## config.mk

```make
export PLATFORM = sky130hd
export DESIGN_NAME = nibble_divider
export DESIGN_NICKNAME = d
export VERILOG_FILES = /design/src/rtl/nibble_divider_pkg.sv /design/src/rtl/nibble_divider_div_step.sv /design/src/rtl/nibble_divider.sv
export SDC_FILE = /design/constraint.sdc
export NUM_CORES = 1
export LEC_CHECK = 0
export CORE_MARGIN = 1.5
export CORE_UTILIZATION = 49
export CTS_CLUSTER_SIZE = 20
export DETAILED_ROUTE_END_ITERATION = 6
export PLACE_DENSITY = 0.84
export SYNTH_ARGS = -nofsm -noshare
export SYNTH_HDL_FRONTEND = slang
export SYNTH_SLANG_ARGS = --single-unit
```

## constraint.sdc

```tcl
create_clock -name clk -period 1.62 [get_ports clk]
set_input_delay 0.324 -clock clk [delete_from_list [all_inputs] [get_ports clk]]
set_output_delay 0.324 -clock clk [all_outputs]
set_load 0.02 [all_outputs]
```

## src/rtl/nibble_divider_pkg.sv

```systemverilog
// Shared definitions for the nibble-serial restoring divider: FSM state
// encoding, default divisor width and step-counter sizing.
package nibble_divider_pkg;

    // Default divisor width; dividend and quotient are twice this.
    localparam int NIB_N_DEFAULT = 4;

    // Step counter must be able to count the 2N division steps.
    function automatic int step_cnt_w(input int n);
        return $clog2(2 * n + 1);
    endfunction

    localparam int STEP_CNT_W_DEFAULT = step_cnt_w(NIB_N_DEFAULT);

    typedef enum logic [2:0] {
        LOAD_HI  = 3'd0,
        LOAD_LO  = 3'd1,
        LOAD_DIV = 3'd2,
        DIVIDE   = 3'd3,
        DONE     = 3'd4
    } state_e;

endpackage

```

## src/rtl/nibble_divider_div_step.sv

```systemverilog
// One combinational restoring-division step: shift the next dividend bit
// into the partial remainder, trial-subtract the divisor, keep the
// difference only when it does not go negative.
module div_step #(
    parameter int N = 4
) (
    input  logic [N-1:0] rem_i,
    input  logic         msb_i,
    input  logic [N-1:0] divisor_i,
    output logic [N-1:0] rem_o,
    output logic         qbit_o
);

    // The stored remainder is always below the divisor, so N bits hold it;
    // the shifted trial value needs the extra bit before the subtraction.
    logic [N:0] trial;

    // Shift, compare and conditionally subtract.
    always_comb begin
        trial  = {rem_i, msb_i};
        qbit_o = (trial >= {1'b0, divisor_i});
        rem_o  = qbit_o ? N'(trial - {1'b0, divisor_i}) : trial[N-1:0];
    end

endmodule

```

## src/rtl/nibble_divider.sv

```systemverilog
// Nibble-serial unsigned divider: loads dividend high, dividend low and
// divisor nibbles, then produces one quotient bit per clock.
// Optional macro NIBBLE_DIVIDER_DIV_ZERO_EN short-cuts a zero divisor straight
// to the result with q = all ones, r = 0 and div_by_zero flagged.
module nibble_divider
    import nibble_divider_pkg::*;
#(
    parameter int N = NIB_N_DEFAULT
) (
    input  logic           clk,
    input  logic           rst,
    input  logic           nib_valid,
    input  logic [N-1:0]   nib,
    output logic           busy,
    output logic           done,
    output logic [2*N-1:0] q,
    output logic [N-1:0]   r,
    output logic           div_by_zero
);

    localparam int CNT_W = step_cnt_w(N);
    localparam logic [CNT_W-1:0] LAST_STEP = CNT_W'(2 * N - 1);

    state_e           state_q, state_d;
    logic [2*N-1:0]   dvd_q;      // dividend, becomes the quotient as it shifts
    logic [N-1:0]     dvs_q;
    logic [N-1:0]     rem_q;
    logic [N-1:0]     rem_nxt;
    logic             qbit;
    logic [CNT_W-1:0] cnt_q;
    logic [2*N-1:0]   q_q;
    logic [N-1:0]     r_q;
    logic             last_step;

    assign last_step = (cnt_q == LAST_STEP);

    div_step #(.N(N)) u_step (
        .rem_i     (rem_q),
        .msb_i     (dvd_q[2*N-1]),
        .divisor_i (dvs_q),
        .rem_o     (rem_nxt),
        .qbit_o    (qbit)
    );

`ifdef NIBBLE_DIVIDER_DIV_ZERO_EN
    logic div_zero;
    logic dz_q;
    assign div_zero    = (nib == '0);
    assign div_by_zero = dz_q;
`else
    assign div_by_zero = 1'b0;
`endif

    assign q = q_q;
    assign r = r_q;

    // FSM state register.
    always_ff @(posedge clk or negedge rst) begin
        if (!rst) begin
            state_q <= LOAD_HI;
        end else begin
            state_q <= state_d;
        end
    end

    // FSM next-state logic; load states wait for nib_valid.
    always_comb begin
        state_d = state_q;
        case (state_q)
            LOAD_HI:  if (nib_valid) state_d = LOAD_LO;
            LOAD_LO:  if (nib_valid) state_d = LOAD_DIV;
            LOAD_DIV: begin
                if (nib_valid) begin
`ifdef NIBBLE_DIVIDER_DIV_ZERO_EN
                    state_d = div_zero ? DONE : DIVIDE;
`else
                    state_d = DIVIDE;
`endif
                end
            end
            DIVIDE:   if (last_step) state_d = DONE;
            DONE:     state_d = LOAD_HI;
            default:  state_d = LOAD_HI;
        endcase
    end

    // FSM outputs decoded from the current state.
    always_comb begin
        busy = 1'b0;
        done = 1'b0;
        case (state_q)
            DIVIDE:  busy = 1'b1;
            DONE: begin
                busy = 1'b1;
                done = 1'b1;
            end
            default: ;
        endcase
    end

    // Operand capture and per-step shifting; no reset needed on pure data.
    always_ff @(posedge clk) begin
        case (state_q)
            LOAD_HI:  if (nib_valid) dvd_q[2*N-1:N] <= nib;
            LOAD_LO:  if (nib_valid) dvd_q[N-1:0]   <= nib;
            LOAD_DIV: begin
                if (nib_valid) begin
                    dvs_q <= nib;
                    rem_q <= '0;
                end
            end
            DIVIDE: begin
                dvd_q <= {dvd_q[2*N-2:0], qbit};
                rem_q <= rem_nxt;
            end
            default: ;
        endcase
    end

    // Step counter: cleared when the divisor lands, advances each step.
    always_ff @(posedge clk or negedge rst) begin
        if (!rst) begin
            cnt_q <= '0;
        end else if (state_q == LOAD_DIV && nib_valid) begin
            cnt_q <= '0;
        end else if (state_q == DIVIDE) begin
            cnt_q <= cnt_q + 1'b1;
        end
    end

    // Result registers, written only on the edge that enters DONE.
    always_ff @(posedge clk or negedge rst) begin
        if (!rst) begin
            q_q <= '0;
            r_q <= '0;
`ifdef NIBBLE_DIVIDER_DIV_ZERO_EN
            dz_q <= 1'b0;
`endif
        end else begin
            if (state_q == DIVIDE && last_step) begin
                q_q <= {dvd_q[2*N-2:0], qbit};
                r_q <= rem_nxt;
`ifdef NIBBLE_DIVIDER_DIV_ZERO_EN
                dz_q <= 1'b0;
`endif
            end
`ifdef NIBBLE_DIVIDER_DIV_ZERO_EN
            if (state_q == LOAD_DIV && nib_valid && div_zero) begin
                q_q  <= '1;
                r_q  <= '0;
                dz_q <= 1'b1;
            end
`endif
        end
    end

endmodule

```

======== Word-level counts from Yosys, hierarchy flattened ========
Index checks and enable logic that the tools add are counted.
word-level totals
  bits in registers ....................... 35
  bits of input ports ..................... 7
  output and inout bits ................... 15
  logic and storage cells ................. 48
cells by class
  add/sub/neg operators ................... 2
  magnitude comparators ................... 1
  equal/unequal tests ..................... 9
  muxes and demuxes ....................... 15
  reduce and logical (&&, ||, !) cells .... 13
operators with widths
  kind                                                 number
  case mux 4 bit (2 select lines)                      3
  2-to-1 mux 4 bit                                     5
  2-to-1 mux 3 bit                                     4
  case mux 3 bit (4 select lines)                      1
  inequality test 2 bit, second input constant         4
  AND reduction 2 bit                                  4
  nonzero test 2 bit                                   4
  equality test 3 x 2 -> 1 bit, second input constant  2
  greater-or-equal comparator 5 x 4 -> 1 bit           1
  adder 4 x 1 -> 4 bit, second input constant          1
  equality test 4 x 3 -> 1 bit, second input constant  1
  AND reduction 4 bit                                  1
  subtractor 4 bit                                     1
  equality test 3 x 1 -> 1 bit, second input constant  1
  equality test 3 bit, second input constant           1
  logical NOT 3 bit                                    1
  logical AND 1 bit                                    2
  2-to-1 mux 1 bit                                     2
  OR reduction 2 bit                                   1

======== Depth between registers and ports, before layout ========
  word-level depth ........................ 3
  mapped depth ............................ 7
  depth with buffers taken out ............ 6

======== Modules after synthesis ========
A second synthesis with hierarchy kept.
second synthesis, totals
  cells, all modules ...................... 139
  area, all modules ....................... 1714.1 µm²
modules (own cells, without submodules)
  module          instances  cells each  area each (µm²)  sequential area each (µm²)
  nibble_divider  1          111         1490.2           955.9
  div_step        1          28          224.0            0.0

======== Worst setup path before layout ========
Ideal clock, no wire load.
  path type ............................... reg2reg
  start point ............................. register rem_q[1]
  end point ............................... register rem_q[3], data pin
  library setup time ...................... 0.268 ns
  arrival time ............................ 1.434 ns
  data required time ...................... 1.352 ns
  slack ................................... -0.082 ns
  cell stages (with the launch flop) ...... 6
  buffers on the path ..................... 0
  period minus slack after synthesis ...... 1.702 ns
  path through ............................ edfxtp_1 -> ha_1 -> and4_4 -> or4_1 -> o311ai_1 -> nor2_1
on the way
  longest elaborated chain between the ends .. 3
  elaborated cells on any way between the ends .. 4
  classes of those cells .................. add/sub (1); order compare (1); mux (2)
RTL lines
  item                                                                                   RTL line                                                      text
  from (decl)                                                                            nibble_divider.sv:27                                          logic [N-1:0] rem_q;
  from (signal assigned)                                                                 nibble_divider.sv:114                                         rem_q <= rem_nxt;
  subtractor 4 bit / greater-or-equal comparator 5 x 4 -> 1 bit (equally long branches)  nibble_divider_div_step.sv:22, nibble_divider_div_step.sv:21
  2-to-1 mux 4 bit *                                                                     nibble_divider_div_step.sv:22                                 rem_o = qbit_o ? N'(trial - {1'b0, divisor_i}) : trial[N-1:0];
  case mux 4 bit (2 select lines) *                                                      nibble_divider.sv:103                                         case (state_q)
Every way passes the cells marked *; elsewhere a longest branch is shown, timed or not.
A chain may end at the register's enable or synchronous reset.

======== Final worst setup path ========
  start point ............................. register rem_q[2]
  end point ............................... register rem_q[1], data pin
on the way
  longest elaborated chain between the ends .. 3
RTL lines
  item                                        RTL line                       text
  greater-or-equal comparator 5 x 4 -> 1 bit  nibble_divider_div_step.sv:21  qbit_o = (trial >= {1'b0, divisor_i});
  2-to-1 mux 4 bit                            nibble_divider_div_step.sv:22
  case mux 4 bit (2 select lines)             nibble_divider.sv:103
No other way between the ends.

==> out/summary.txt <==
global-route wire length before repair = 6.17 mm
Post-synth EDFFs = 16
Clock Latency Late Sink = 0.35 ns
GR Util All Layers = 23.7%
Final Hold Vio Count = 0
TNS Setup = -0.725 ns
num rows = 21
sequential area share after synthesis = 56.8%
worst clock skew = 0.00855 ns
WL/cell = 15.4 um
R2R depth = 6
clk buf depth = 2
commonest non-fill, non-tap cell in the layout = nand2_1
CP Launch Type = flop
Primary FF master, synth = dfrtp_1
register clock-pin slew on the reported worst setup and hold paths = 0.12 ns
syn_nets = 174
CTS Sinks = 35
Via-to-Cell Ratio = 5.23
Setup crit end kind = flop
multi-input logic area = 787 um^2
vias in the first global route = 1,282
gr ovfl total = 0
area delta synth->final = 35.1%
sequential share of power = 34.5%
DIE HEIGHT = 61.6 um
Final setup viols = 8
initial DRC count = 47
dpl hpwl = 2.68 mm
most frequent cells in the layout = nand2_1, buf_4, dfrtp_1, edfxtp_1, dlygate4sd2_1
Period minus WS final = 1.75 ns
Yosys reg bits = 35
fraction of layout cells with a size suffix above 1 = 33.7%
Syn Std Cell Area = 0.00168 mm^2
initial antenna violation count = 0
VDD IR max = 0.989 mV
H-tree Lvls = 2
maxcap violations = 0
failing checks = negative setup slack
HP Class = input port to async pin
Max Freq = 573 MHz
Core Util, Final = 68.7%
P_sw = 2.06 mW
CTS tree = built
Clk pwr share = 9.6%
die width = 61.6 um
FF/Latch Area = 958 um^2
TritonRoute pass-1 iters = 4
total routed wirelength = 3.92 mm
CP arrival = 1.96 ns
CP required = 1.83 ns
YS warnings = 0
RSZ-0062 raised after global routing = true
mean post-synth cell area = 10.5 um^2
internal power = 2.92 mW
# IOs = 22
number of CTS-inserted buffers = 5
Period Utilization, post-route = 108%
die area = 0.00380 mm^2
diodes inserted = 0
Port Buf Inserts = 20
CORE AREA = 0.00331 mm^2
routability cong. = 0.942
leakage = 1.03 nW
via count = 1,328
crit path max fanout = 6
combinational power share = 55.9%
Final ANT Viol Nets = 0
largest net degree at the start of global routing = 20
cell count after placement = 236
cts hold-fix bufs = 0
Total Nets Final = 220
DRC violations left = 0
Async S/R FF share, synth = 54.3%
cell count after synthesis = 161
Pwr Density = 2190 mW/mm^2
Netlist cell types = 39
post-route setup slack = -0.127 ns
fillers = 263
Slew Viols, Final = 0
sw frac = 41.4%
status = finished with violations
CTS Root Cell = clkbuf_4
Worst Setup Path Type = flop to flop
Non-Filler Instances = 254
Initial Util = 50.9%
==> state kept, by name, indices dropped and copies added, names as in the netlist <==
name	count
dvs_q	4
cnt_q	4
r	4
state_q	3
q	8
dvd_q	8
rem_q	4
==> timing repair <==
action | CTS | global route
endpoints found under the hold margin | 0 | 0
setup buffers | 7 | 3
resized for setup | 37 | 14
endpoints found under the setup margin | 24 | 12
pin swaps | 6 | 4
==> power groups by stage <==
stage / clock [mW] / sequential (mW) / combinational, mW
detailed placement: 0 / 1.74 / 2.20
floorplan: 0 / 1.80 / 1.28
finish: 0.478 / 1.72 / 2.79
global route: 0.524 / 1.75 / 3.06
global placement: 0 / 1.69 / 2.10
CTS: 0.482 / 1.71 / 2.52
==> worst max-delay path: stages, from the launching register on <==
cell and delay [ns]:
edfxtp_1 0.47, ha_4 0.31, buf_6 0.09, o21a_1 0.13, a21bo_4 0.27, a21o_1 0.20, a21oi_2 0.15
==> synth_stat cells, types with 2 or more instances <==
cell type / number / area (um^2)
buf_4: 4 / 30.0
a21o_1: 2 / 15.0
buf_2: 2 / 10.0
xnor2_1: 2 / 17.5
ha_1: 5 / 62.6
nor3_1: 2 / 10.0
nor2_1: 14 / 52.6
o21ai_1: 3 / 15.0
nand2_1: 44 / 165
a21oi_1: 7 / 35.0
nand3b_1: 3 / 22.5
nand2b_1: 2 / 12.5
or2_1: 2 / 12.5
a31oi_2: 2 / 25.0
xor2_1: 2 / 17.5
edfxtp_1: 16 / 480
nand3_1: 3 / 15.0
nor3b_1: 2 / 15.0
dfrtp_1: 19 / 475
inv_1: 6 / 22.5
==> area by class of cell <==
cell class                 count  share of cell area (%)
clock buffer                   5                    1.65
sequential                    35                    42.1
tap                           46                    2.53
inverter                       7                    1.21
clock inverter                 3                   0.880
timing repair buffer          46                    17.0
multi-input combinational    112                    34.6
==> cell families after synthesis <==
| kind of cell | Yosys count | synth area share (%) |
|---|---|---|
| AND/OR/NAND/NOR | 79 | 22.0 |
| adder cells (fa/ha/maj) | 6 | 4.90 |
| flip-flops | 35 | 56.8 |
| other | 1 | 0.223 |
| XOR/XNOR | 4 | 2.08 |
| buffers and inverters | 14 | 4.68 |
| AO/OA/AOI/OAI | 22 | 9.36 |
==> per-layer routing <==
metal	GRT usage [%]	share of wire (%)
met5	0	0
met4	9.12	1.6
met3	5.04	3.7
met2	41.7	56
met1	28.3	39
==> stage by stage <==
stage                     hold WS (ns)  total power, mW  setup slack, ns  cell area [um^2]
final                            0.314             4.98           -0.127              2280
after detailed placement         0.464             3.94           -0.168              2030
after global routing             0.325             5.34           -0.155              2280
after floorplan                 0.0284             3.09          -0.0533              1700
after global placement           0.459             3.80           -0.101              2030
after CTS                        0.303             4.72           -0.110              2220
==> final timing paths <==
kind | slack [ns] | start | end
max in group asynchronous | 1.07 | rst | state_q[1]
min reg2reg | 0.48 | q[3] | q[3]
max | -0.13 | rem_q[2] | rem_q[1]
max reg2reg | -0.13 | rem_q[2] | rem_q[1]
min | 0.31 | rst | r[3]
min in group clk | 0.48 | q[3] | q[3]
Note: power is estimated with default switching activity, not from simulation.
